<file path="config.mk">
export PLATFORM = sky130hd
export DESIGN_NAME = demux1to3_stream
export DESIGN_NICKNAME = d
export VERILOG_FILES = /design/src/rtl/demux_pkg.sv /design/src/rtl/stream_slot.sv /design/src/rtl/demux1to3_stream.sv
export SDC_FILE = /design/constraint.sdc
export NUM_CORES = 1
export LEC_CHECK = 0
export CAP_MARGIN = 20
export CORE_MARGIN = 2
export CORE_UTILIZATION = 50
export CTS_CLUSTER_SIZE = 24
export DETAILED_ROUTE_END_ITERATION = 10
export PLACE_DENSITY = 0.86
export SETUP_SLACK_MARGIN = 0.15
export SLEW_MARGIN = 10
export SYNTH_ARGS = -nofsm -noshare
export SYNTH_HDL_FRONTEND = slang
export SYNTH_SLANG_ARGS = --single-unit
</file>
<file path="constraint.sdc">
create_clock -name i_clk -period 12.4 [get_ports i_clk]
set_input_delay 3.1 -clock i_clk [delete_from_list [all_inputs] [get_ports i_clk]]
set_output_delay 3.1 -clock i_clk [all_outputs]
set_load 0.1 [all_outputs]
</file>
<file path="src/rtl/demux_pkg.sv">
// Shared definitions for the 1-to-3 stream demultiplexer.
// Optional feature macro: DEMUX_SEL_ERR_EN (drop i_sel = 3 and report it).
package demux_pkg;

  localparam int NUM_OUTPUTS = 3;

  typedef enum logic [1:0] {
    SEL_OUT0    = 2'd0,
    SEL_OUT1    = 2'd1,
    SEL_OUT2    = 2'd2,
    SEL_INVALID = 2'd3
  } sel_e;

  // Map a select code onto a one-hot slot vector; all-zero means "no slot".
  function automatic logic [NUM_OUTPUTS-1:0] sel_to_onehot(input logic [1:0] sel);
    logic [NUM_OUTPUTS-1:0] hot;
    hot = 3'b001;
    case (sel)
      SEL_OUT0:    hot = 3'b001;
      SEL_OUT1:    hot = 3'b010;
      SEL_OUT2:    hot = 3'b100;
`ifdef DEMUX_SEL_ERR_EN
      SEL_INVALID: hot = 3'b000;
`else
      SEL_INVALID: hot = 3'b001;
`endif
      default:     hot = 3'b001;
    endcase
    return hot;
  endfunction

endpackage

</file>
<file path="src/rtl/stream_slot.sv">
// One-entry valid/ready register slice. Accepts a new payload whenever it
// is empty or is being drained in the same cycle, so a continuously ready
// consumer sees one transfer per cycle.
module stream_slot #(
  parameter int DATA_WIDTH = 64
) (
  input  logic                  clk,
  input  logic                  rst,
  input  logic                  in_valid,
  output logic                  in_ready,
  input  logic [DATA_WIDTH-1:0] in_data,
  output logic                  out_valid,
  input  logic                  out_ready,
  output logic [DATA_WIDTH-1:0] out_data
);

  logic                  full;
  logic [DATA_WIDTH-1:0] payload;
  logic                  load;

  assign in_ready  = !full || out_ready;
  assign load      = in_valid && in_ready;
  assign out_valid = full;
  assign out_data  = payload;

  // A load wins over a drain so a simultaneous drain+load keeps the slot full
  always_ff @(posedge clk or posedge rst) begin
    if (rst) begin
      full    <= 1'b0;
      payload <= '0;
    end else if (load) begin
      full    <= 1'b1;
      payload <= in_data;
    end else if (out_ready) begin
      full    <= 1'b0;
    end
  end

endmodule

</file>
<file path="src/rtl/demux1to3_stream.sv">
// 1-to-3 valid/ready stream demultiplexer with one registered slot per
// output. Each output drains independently, so a stalled consumer only
// blocks inputs addressed to it.
// Optional feature macro: DEMUX_SEL_ERR_EN -- when defined, i_sel = 3 is
// accepted and dropped with a one-cycle o_sel_err pulse; otherwise it is
// routed to output 0.
module demux1to3_stream
  import demux_pkg::*;
#(
  parameter int DATA_WIDTH = 64
) (
  input  logic                  i_clk,
  input  logic                  i_arst,
  input  logic [1:0]            i_sel,
  input  logic                  i_valid,
  input  logic [DATA_WIDTH-1:0] i_data,
  output logic                  o_ready,
  output logic                  o_valid_0,
  output logic                  o_valid_1,
  output logic                  o_valid_2,
  output logic [DATA_WIDTH-1:0] o_data_0,
  output logic [DATA_WIDTH-1:0] o_data_1,
  output logic [DATA_WIDTH-1:0] o_data_2,
  input  logic                  i_ready_0,
  input  logic                  i_ready_1,
  input  logic                  i_ready_2,
  output logic                  o_sel_err
);

  logic [NUM_OUTPUTS-1:0] target;
  logic [NUM_OUTPUTS-1:0] slot_in_valid;
  logic [NUM_OUTPUTS-1:0] slot_in_ready;
  logic [NUM_OUTPUTS-1:0] slot_out_valid;
  logic [NUM_OUTPUTS-1:0] slot_out_ready;
  logic [DATA_WIDTH-1:0]  slot_out_data [NUM_OUTPUTS];

  assign target         = sel_to_onehot(i_sel);
  assign slot_in_valid  = target & {NUM_OUTPUTS{i_valid}};
  assign slot_out_ready = {i_ready_2, i_ready_1, i_ready_0};

  for (genvar k = 0; k < NUM_OUTPUTS; k++) begin : g_slot
    stream_slot #(
      .DATA_WIDTH (DATA_WIDTH)
    ) u_slot (
      .clk       (i_clk),
      .rst       (i_arst),
      .in_valid  (slot_in_valid[k]),
      .in_ready  (slot_in_ready[k]),
      .in_data   (i_data),
      .out_valid (slot_out_valid[k]),
      .out_ready (slot_out_ready[k]),
      .out_data  (slot_out_data[k])
    );
  end

  assign o_valid_0 = slot_out_valid[0];
  assign o_valid_1 = slot_out_valid[1];
  assign o_valid_2 = slot_out_valid[2];
  assign o_data_0  = slot_out_data[0];
  assign o_data_1  = slot_out_data[1];
  assign o_data_2  = slot_out_data[2];

  // Ready follows the addressed slot only; a dropped select is always taken
  always_comb begin
    o_ready = |(target & slot_in_ready);
`ifdef DEMUX_SEL_ERR_EN
    if (target == '0) begin
      o_ready = 1'b1;
    end
`endif
  end

`ifdef DEMUX_SEL_ERR_EN
  logic sel_err_q;

  // Pulse the error flag in the cycle after an invalid select is dropped
  always_ff @(posedge i_clk or posedge i_arst) begin
    if (i_arst) begin
      sel_err_q <= 1'b0;
    end else begin
      sel_err_q <= i_valid && (i_sel == SEL_INVALID);
    end
  end

  assign o_sel_err = sel_err_q;
`else
  assign o_sel_err = 1'b0;
`endif

endmodule
</file>
-- Yosys cells after proc, flatten, opt, wreduce, memory -nomap -nowiden
Cells that the tools add are included.
- register bits after elaboration: 195
- bits of input ports: 72
- output and inout port bits: 197
- logic and storage cells: 33
- eq/ne operators: 3
- multiplexer cells: 7
- bitwise operators: 2
- reductions and logical operators: 15
- operator list (operator ; number):
    3-bit one-hot mux with 3 select lines ; 1
    3-bit AND ; 2
    1-bit two-way mux ; 6
    2-bit nonzero test ; 3
    2-bit == test (second input constant) ; 2
    1-bit logical AND ; 3
    1-bit zero test ; 3
    1-bit logical OR ; 3
    3-bit OR reduction ; 1
    2-bit by 1-bit == test with 1-bit output (second input constant) ; 1
    2-bit zero test ; 1
    2-bit OR reduction ; 1

-- Longest topological paths before layout
- word-level depth: 6
- depth in mapped cells: 7

-- Hierarchy
A second synthesis with hierarchy kept.
- cells, all modules: 428
- area, all modules: 8101.5 µm²
- by module, submodules not included (module ; times used ; cells each ; area each (µm²)):
    stream_slot ; 3 ; 139 ; 2675.1
    demux1to3_stream ; 1 ; 11 ; 76.3

-- Least setup slack after synthesis
No wires, ideal clock.
- path type: input -> output
- start: input port i_sel[0]
- end: output port o_ready
- arrival time: 4.130 ns
- required time: 9.300 ns
- setup slack: 5.170 ns
- stages: 4
- cell sequence: inv_1 ha_1 a222oi_1 inv_1
- word-level cells in the longest chain between the ends: 5
- elaborated cells between the ends (all ways): 8
- those cells by class: 3 x eq/ne; 1 x mux; 1 x bitwise; 3 x reduce/logical
- RTL lines (item ; line ; source):
    start: declaration ; demux1to3_stream.sv:14 ; input logic [1:0] i_sel,
    2-bit == test or 2-bit zero test (tied branches) ; demux_pkg.sv:18 ; case (sel)
    2-bit OR reduction (no source line) ; -- ;
    3-bit one-hot mux with 3 select lines * ; demux_pkg.sv:18 ;
    3-bit AND * ; demux1to3_stream.sv:65 ; o_ready = |(target & slot_in_ready);
    3-bit OR reduction * ; demux1to3_stream.sv:65 ;
    end: declaration ; demux1to3_stream.sv:17 ; output logic o_ready,
Every way passes the cells marked *; elsewhere a longest branch is shown, timed or not.

-- Worst setup path in the final report
Same ends and word-level chain as after synthesis.

==> results_dict.tcl <==
set metrics [dict create \
    cts_buffers 17 \
    p_per_area_nw_per_um2 268 \
    finClkSkew_ns 0.00838 \
    rsz0062_at_grt "false" \
    detail-route-antenna-nets 0 \
    min_path_type "reg -> reg" \
    cp.arrival_ns 5.34 \
    ys_ff_latch 195 \
    maxSlewViolCount 0 \
    synth_seq_area_share 0.588 \
    max_freq_mhz 118 \
    synth-xor-area-share 0 \
    period_share 0.681 \
    yosys.area_share.adder 0.00301 \
    synthToLayoutAreaGrowth_pct 39.3 \
    dp_hpwl_microns 12800 \
    drv_cap 0 \
    critical_path_class "in -> out" \
    yosys.area.top_type_share 0.588 \
    routed-wl-met3_microns 1240 \
    critPathMaxFanout 2 \
    synth-compound-area-share 0.00121 \
    setup-tns-final_ns 0 \
    htreeDepth 4 \
    synth_nets 503 \
    required_ns 9.30 \
    vdd_ir_drop_max_mv 0.168 \
    die_x_microns 133 \
    synth_top_cell_by_area "dfrtp_1" \
    synth.area.mux_share 0.342 \
    clk_root_buffer_cell "clkbuf_16" \
    firstDrtPassIters 4 \
    grt-ovfl-total 0 \
    period_needed_ns 8.44 \
    hold_ws_ns 0.511 \
    fin_nets 776 \
    wl_met1_microns 8030 \
    place.gp.congestion 0.772 \
    regArea_sq_um 4880 \
    yosys.area_share.simple 0.0127 \
    cts_resized 0 \
    rows 47 \
    start_kind "input port" \
    place_ws_ns 3.95 \
    setup_viol 0 \
    grtUsageTotal 0.223 \
    power_uw 3100 \
    cts_tree "built" \
    grt_pass1_wl_microns 30400 \
    ioPinCount 269 \
    path_clk_slew_ns 0.06 \
    die-area_sq_um 17700 \
    multiInputGateArea_sq_um 2980 \
    synth_cell_types 12 \
    drive_gt1_frac 0.333 \
    holdBufCountCts 0 \
    wl_per_cell_microns 20.7 \
    portBuffers 267 \
    antenna_found_initial 0 \
    route.met2.wl_microns 9410 \
    core_sq_um 16400 \
    clk_path_buf_depth 2 \
    vias 4634 \
    fillers 1046 \
    worst_slew_pin_slew_ns 1.05 \
    final_cell_area_sq_um 11600 \
    start_util 0.506 \
    relSlewSlack 0.301 \
    antennaDiodeCount 0 \
    synthTopCellsByArea "dfrtp_1 (59%), mux2_4 (33%), buf_12 (5.1%)" \
    cellLeakagePower_uw 0.00516 \
    drt_iter0_markers 184 \
    dpl_cell_area_sq_um 10900 \
    drc 0 \
    r2r_slack_ns 10.13 \
    grt_max_degree 116 \
    worst_slack_ns 3.96 \
    clock-sinks 195 \
    worst_setup_path_end_kind "primary output" \
    syn_inst 429 \
    status "finished, final reports clean" \
    via_per_inst 4.96 \
    syn_area_sq_um 8300 \
    cts_setup_buffers 0 \
    hold_viol 0 \
    grt_pass1_vias 5324 \
    synth_top_family_by_area "multiplexers" \
    top_layer "met4" \
    synth_area_per_cell_sq_um 19.4 \
    ys.warnings.count 0 \
    die_h_microns 133 \
    wl_microns 19300 \
    worstSkewPairLatency_ns 0.43 \
]
per-stage QoR:
step	std cells	utilization
3_3_place_gp	900	0.663
2_1_floorplan	429	-
5_1_grt	934	0.705
6_report	934	0.705
4_1_cts	931	0.700
3_5_place_dp	900	0.663
flip-flops by register name, summed over array words and instances, names as in the netlist:
signal / cells
g_slot.u_slot.out_valid: 3
g_slot.u_slot.out_data: 192
report_power, final:
group | leakage (uW) | internal (uW) | switching, uW | total [uW]
Combinational | 0.00255 | 436 | 1220 | 1650
Clock | 0.000301 | 335 | 241 | 576
Sequential | 0.00231 | 776 | 89.4 | 866
worst max-delay path, cell delays in order:
cell             delay, ns
clkdlybuf4s50_1       0.50
inv_1                 0.06
ha_1                  0.31
a222oi_1              0.33
inv_1                 0.07
clkdlybuf4s50_1       0.97
layout by cell type, fill, tap and decap left out, types with 4 or more instances in the layout:
master,n
dfrtp_1,195
buf_4,6
clkdlybuf4s50_1,267
inv_6,4
mux2_2,12
mux2_4,180
nand2_1,6
clkbuf_16,17
synthesized netlist by cell type (all sizes together):
cell and number:
a222oi 1, buf 22, conb 1, dfrtp 195
ha 2, inv 4, mux2 192, nand2 6
nand2b 3, nor2b 3
routing by layer:
metal  vias up  global-route usage
met3        38              0.0628
li1       2029                   -
met5         -                   0
met4         0              0.0980
met2       188               0.364
met1      2379               0.279
final cells by class:
cell class / count / area share
Clock buffer: 21 / 0.0407
Multi-Input combinational cell: 208 / 0.258
Clock inverter: 10 / 0.0127
Inverter: 4 / 0.00173
Sequential cell: 195 / 0.422
Tap cell: 220 / 0.0238
Timing Repair Buffer: 276 / 0.241
kinds of logic (layout without fill, tap and decap cells):
kind of cell / count (synthesis) / in the layout
other cells: 1 / 1
flops: 195 / 195
buf+inv: 26 / 311
simple gates: 12 / 12
mux: 192 / 192
compound gates: 1 / 1
fa+ha+maj: 2 / 2
worst paths after layout:
| check | depth (start not counted) | from | endpoint |
|---|---|---|---|
| min in group asynchronous | 2 | i_arst | g_slot[2].u_slot.out_data[28] |
| min reg2reg | 1 | g_slot[0].u_slot.out_data[62] | g_slot[0].u_slot.out_data[62] |
| max | 6 | i_sel[0] | o_ready |
| min | 1 | g_slot[0].u_slot.out_data[62] | g_slot[0].u_slot.out_data[62] |
| max reg2reg | 5 | g_slot[2].u_slot.out_valid | g_slot[2].u_slot.out_data[62] |
| max in group asynchronous | 5 | i_arst | g_slot[0].u_slot.out_data[56] |
Note: power is estimated with default switching activity, not from simulation.
==> edit 1, RTL diff (same settings) <==
`DATA_WIDTH` is set to 64 in 2 places; all go to 60.
--- a/src/rtl/stream_slot.sv
+++ b/src/rtl/stream_slot.sv
@@ -2,7 +2,7 @@
 // is empty or is being drained in the same cycle, so a continuously ready
 // consumer sees one transfer per cycle.
 module stream_slot #(
-  parameter int DATA_WIDTH = 64
+  parameter int DATA_WIDTH = 60
 ) (
   input  logic                  clk,
   input  logic                  rst,
--- a/src/rtl/demux1to3_stream.sv
+++ b/src/rtl/demux1to3_stream.sv
@@ -7,7 +7,7 @@
 module demux1to3_stream
   import demux_pkg::*;
 #(
-  parameter int DATA_WIDTH = 64
+  parameter int DATA_WIDTH = 60
 ) (
   input  logic                  i_clk,
   input  logic                  i_arst,
Interface: changed (resized i_data, o_data_0, o_data_1 and o_data_2); port bits go from 269 to 253. The function was not compared with the original's and may differ.
==> edit 1 against the unedited design <==
Sequential cell count down 12; wire length down 6.9%; design area down 6.1%; worst setup slack worse by 0.042 ns; critical path depth unchanged; synthesized area down 5.2%; final cell count down 5.5%; power down 7.3%.
==> edit 1: results (changes against the unedited design) <==
| Metric | Value |
|---|---|
| Status | finished clean |
| DP Area | 10300 µm² (-5.7%) |
| Lkg Pwr | 0.00486 µW (-5.8%) |
| Synth warn | 0 (unchanged) |
| FF-to-FF Start | g_slot[1].u_slot.out_valid |
| Worst-case reg-to-reg path depth | 4 (-1) |
| DR vias | 4353 (-6.1%) |
| Fillers | 986 (-5.7%) |
| Worst Hold End | g_slot[1].u_slot.out_data[25] |
| Distinct cells, synth | 11 (-1) |
| Antenna diode count | 0 (unchanged) |
| Post-synthesis sequential area ratio | 58.2% (-0.56 points) |
| Library cell used as clock root buffer | clkbuf_16 |
| H-tree depth | 4 (unchanged) |
| Crit path from | i_sel[0] |
| CP max stage delay | 0.98 ns |
| Reg2reg end | g_slot[1].u_slot.out_data[59] |
| First-pass GRT wire length | 28.0 mm (-8.1%) |
| Share of cells above drive strength 1 | 33.3% (unchanged) |
| Syn Nets | 475 (-5.6%) |
| Wire per inst | 20.4 µm (-1.5%) |
| Worst min-delay path category | register to register |
| EDFF count, synth | 0 (unchanged) |
| Arrival time worst endpoint | 5.39 ns (+0.05 ns) |
| # resized after CTS | 0 (unchanged) |
| Critical Path Sink | o_ready |
| Min-delay src | g_slot[1].u_slot.out_data[25] |
| Vias in the first global route | 4861 (-8.7%) |
| Clock Pin Slew Worst Setup and Hold Paths | 0.06 ns (about the same) |
| Gr usage total | 22.0% (-0.35 points) |
| Nets | 730 (-5.9%) |
| Sw Share | 50.8% (+0.76 points) |
| DR iter-0 viols | 165 (-10%) |
| Largest net degree at the start of global routing | 101 (-13%) |
| Register share of total power | 28.4% (+0.4 points) |
| Final worst-path setup slack | 3.91 ns (-0.0421 ns) |
| Flop2flop setup slack | 9.90 ns (-0.23 ns) |
| Peak VDD IR | 165 µV (-2.0%) |
| Clk_skew | 0.0103 ns (+0.00188 ns) |
| Async SR Flop Fraction | 100% (unchanged) |
| CTS Buf Count | 17 (unchanged) |
| Pre-CTS setup slack | 3.92 ns (-0.0264 ns) |
| Port Buffers | 251 (-6.0%) |
| Top cells by area, synth | dfrtp_1, mux2_4, buf_12, nand2b_4, nor2b_4 |
| Most common library cells after synthesis | dfrtp_1, mux2_4, buf_12 |
| GPL Wtd Cong | 0.760 (-1.5%) |
| DP HPWL | 11.9 mm (-6.8%) |
| Max reg flops | 180 (-6.3%) |
| Clk buf depth | 2 (unchanged) |
| Min-Delay Path Depth | 1 (unchanged) |
| Critical path's slowest cell | clkdlybuf4s50_1 |
| Worst slew pin tran | 1.03 ns (-0.0124 ns) |
[edit 1: cell types whose count changed in the layout (fill, tap and decap cells not counted), sizes merged, moves of 2 or more]
| cell | change |
|---|---|
| clkdlybuf4s50 | -16 |
| inv | +2 |
| bufinv | -3 |
| dfrtp | -12 |
| mux2 | -12 |
| buf | -2 |
[edit 1: logic make-up (layout without fill, tap and decap cells)]
| group | Yosys count | count (layout) | synth area share, % |
|---|---|---|---|
| compound gates | 1 | 1 | 0.127 |
| simple gates | 12 | 12 | 1.34 |
| flops | 183 | 183 | 58.2 |
| buf+inv | 26 | 293 | 5.63 |
| mux | 180 | 180 | 34.3 |
| other cells | 1 | 1 | 0.0477 |
| fa+ha+maj | 2 | 2 | 0.318 |
[edit 1: final cells by class]
type                    instances  area [µm²]  share of cell area, %
well taps                     211         264                   2.43
clock inverters                11        90.1                  0.829
flip-flops and latches        183        4580                   42.2
inverters                       4        20.0                  0.184
multi-input cells             196        2850                   26.2
clock buffers                  20         457                   4.20
repair buffers                258        2610                   24.0
[edit 1: through the flow]
stage               hold slack (ns)  total power (µW)  instances
CTS                           0.514              2880        881
global route                  0.521              2950        883
floorplan                      1.03              2020        405
global placement              0.494              2360        850
detailed placement            0.491              2370        850
finish                        0.511              2870        883
[edit 1: power groups by stage]
stage	registers, µW	clock network, µW	logic, µW
2_1_floorplan	1770	0	249
3_3_place_gp	813	0	1540
3_5_place_dp	818	0	1550
4_1_cts	813	512	1560
5_1_grt	828	534	1590
6_report	813	502	1550
[edit 1: per-layer routing]
layer | track usage (%) | vias up | routed length, µm
li1 | - | 1915 | -
met1 | 28.4 | 2221 | 7860
met2 | 35.5 | 194 | 8410
met3 | 7.23 | 23 | 1420
met4 | 6.77 | 0 | 282
met5 | 0 | - | 0
==> edit 2, RTL diff (config.mk and constraints unchanged) <==
Made on the original files. Add a define of `DEMUX_SEL_ERR_EN`.
--- a/src/rtl/demux_pkg.sv
+++ b/src/rtl/demux_pkg.sv
@@ -1,5 +1,7 @@
 // Shared definitions for the 1-to-3 stream demultiplexer.
 // Optional feature macro: DEMUX_SEL_ERR_EN (drop i_sel = 3 and report it).
+`define DEMUX_SEL_ERR_EN
+
 package demux_pkg;
 
   localparam int NUM_OUTPUTS = 3;
Formal check against the unedited RTL: not equivalent (Yosys sat finds a counterexample within 4 cycles, from zero or initial values and one cycle with i_arst high).
==> edit 2 against the unedited design <==
Count of clock-buffer cells in the layout shrank 2; power fell by 7.6%; design area fell by 5.0%; sequential power down 2%; global-route usage grew 0.44 points; register-to-register slack improved by 0.42 ns; wire length decreased by 5.6%; final cell count fell by 3.6%; sequential cell count increased by 1; synthesized area shrank 7.5%; critical path depth down 2; worst setup slack improved by 0.051 ns; critical path type unchanged; largest cell class unchanged.
==> edit 2: results (changes against the unedited design) <==
| Metric | Value |
|---|---|
| Status | finished clean |
| CP max stage delay | 1.18 ns (+0.21 ns) |
| Gr usage total | 22.8% (+0.44 points) |
| Top cells by area, synth | dfrtp_1, mux2_1, mux2_4, mux2_2, buf_6 |
| Share of cells above drive strength 1 | 17.6% (-16 points) |
| Syn Nets | 498 (-0.99%) |
| First-pass GRT wire length | 28.3 mm (-7.1%) |
| Worst slew pin tran | 1.06 ns (+0.0133 ns) |
| Clock Pin Slew Worst Setup and Hold Paths | 0.06 ns (about the same) |
| Post-synthesis sequential area ratio | 63.8% (+5.1 points) |
| DR vias | 4637 (+0.065%) |
| CP max FO | 8 (+6) |
| Synth warn | 0 (unchanged) |
| Clk_skew | 0.00808 ns (-0.000297 ns) |
| CTS Buf Count | 17 (unchanged) |
| Max reg flops | 192 (unchanged) |
| Lkg Pwr | 0.00472 µW (-8.5%) |
| Post-CTS setup buffers | 0 (unchanged) |
| Pre-CTS setup slack | 4.00 ns (+0.0492 ns) |
| Library cell used as clock root buffer | clkbuf_16 |
| Antenna diode count | 0 (unchanged) |
| Peak VDD IR | 153 µV (-9.1%) |
| Distinct cells, synth | 16 (+4) |
| Clk Latency, worst-skew pair | between 0.4 and 0.5 ns |
| DP HPWL | 12.9 mm (+0.52%) |
| Async SR Flop Fraction | 100% (unchanged) |
| Most common library cells after synthesis | dfrtp_1, mux2_1, mux2_4 |
| DR iter-0 viols | 130 (-29%) |
| Drt pass-1 iters | 4 (unchanged) |
| H-tree depth | 4 (unchanged) |
| Port Buffers | 268 (+0.37%) |
| Vias in the first global route | 5175 (-2.8%) |
| Worst min-delay path category | register to register |
| Routed WL | 18.2 mm (-5.6%) |
| Initial antenna violation count | 0 (unchanged) |
| Clk buf depth | 2 (unchanged) |
| Critical path's slowest cell | clkdlybuf4s50_1 |
| Largest net degree at the start of global routing | 117 (+0.86%) |
| GPL Wtd Cong | 0.798 (+3.4%) |
| # resized after CTS | 0 (unchanged) |
| Cell family with most CP delay | buffers and inverters |
| Nets | 772 (-0.52%) |
| Arrival time worst endpoint | 5.29 ns (-0.05 ns) |
| GRT overflow | 0 (unchanged) |
[edit 2: changes by cell type after synthesis, sizes merged]
cell / change
nand2: -4
o21ai: +4
inv: -3
nor2b: -3
ha: -2
nor3b: +2
a222oi: -1
and3: +1
conb: -1
dfrtp: +1
mux2i: +1
nand2b: +1
nand4b: +1
[edit 2: kinds of logic after synthesis]
| family | count (synthesis) | share of synthesized area (%) |
|---|---|---|
| flip-flops | 196 | 63.8 |
| AND/OR/NAND/NOR | 10 | 0.944 |
| buffers and inverters | 23 | 3.78 |
| AO/OA/AOI/OAI | 4 | 0.261 |
| multiplexers | 193 | 31.2 |
[edit 2: final timing paths]
kind	start	to	slack, ns	cells after the start
max reg2reg	g_slot[0].u_slot.out_valid	g_slot[0].u_slot.out_data[2]	10.55	4
min	g_slot[1].u_slot.out_data[38]	g_slot[1].u_slot.out_data[38]	0.48	1
max	i_sel[1]	o_ready	4.01	4
min reg2reg	g_slot[1].u_slot.out_data[38]	g_slot[1].u_slot.out_data[38]	0.48	1
max in group asynchronous	i_arst	g_slot[0].u_slot.out_data[43]	8.03	5
min in group asynchronous	i_arst	g_slot[0].u_slot.out_data[16]	2.98	2
[edit 2: final cells by class]
| class | instances | area [µm²] |
|---|---|---|
| Tap cell | 188 | 235 |
| Multi-Input combinational cell | 207 | 2500 |
| Fill cell | 923 | 4100 |
| Clock inverter | 12 | 108 |
| Clock buffer | 19 | 443 |
| Sequential cell | 196 | 4900 |
| Inverter | 1 | 8.76 |
| Timing Repair Buffer | 277 | 2790 |
[edit 2: metrics by stage]
stage	std cells	total power (µW)	hold WS [ns]	cell area, µm²
finish	900	2860	0.485	11000
global route	900	2950	0.506	11000
CTS	898	2880	0.491	10900
detailed placement	867	2360	0.474	10400
global placement	867	2340	0.467	10400
floorplan	426	1990	1.06	7680
[edit 2: power breakdown]
part           leakage (µW)  internal, µW  switching (µW)
Sequential          0.00233           773            75.9
Clock              0.000265           281             232
Combinational       0.00212           349            1150
Total               0.00472          1400            1460
[edit 2: routing by layer]
metal | vias to the layer above | GRT usage (%) | share of wire [%]
met5 | - | 0 | 0
met4 | 0 | 11.4 | 4.0
met3 | 47 | 6.68 | 6.4
met2 | 178 | 38.6 | 51
met1 | 2369 | 26.5 | 39
li1 | 2043 | - | -
[edit 2: worst register-to-register path, stage by stage, from the launching register on]
cell and delay (ns):
dfrtp_1 0.38, nand2b_1 0.12, nor3b_4 0.21, buf_4 0.58, mux2_2 0.45
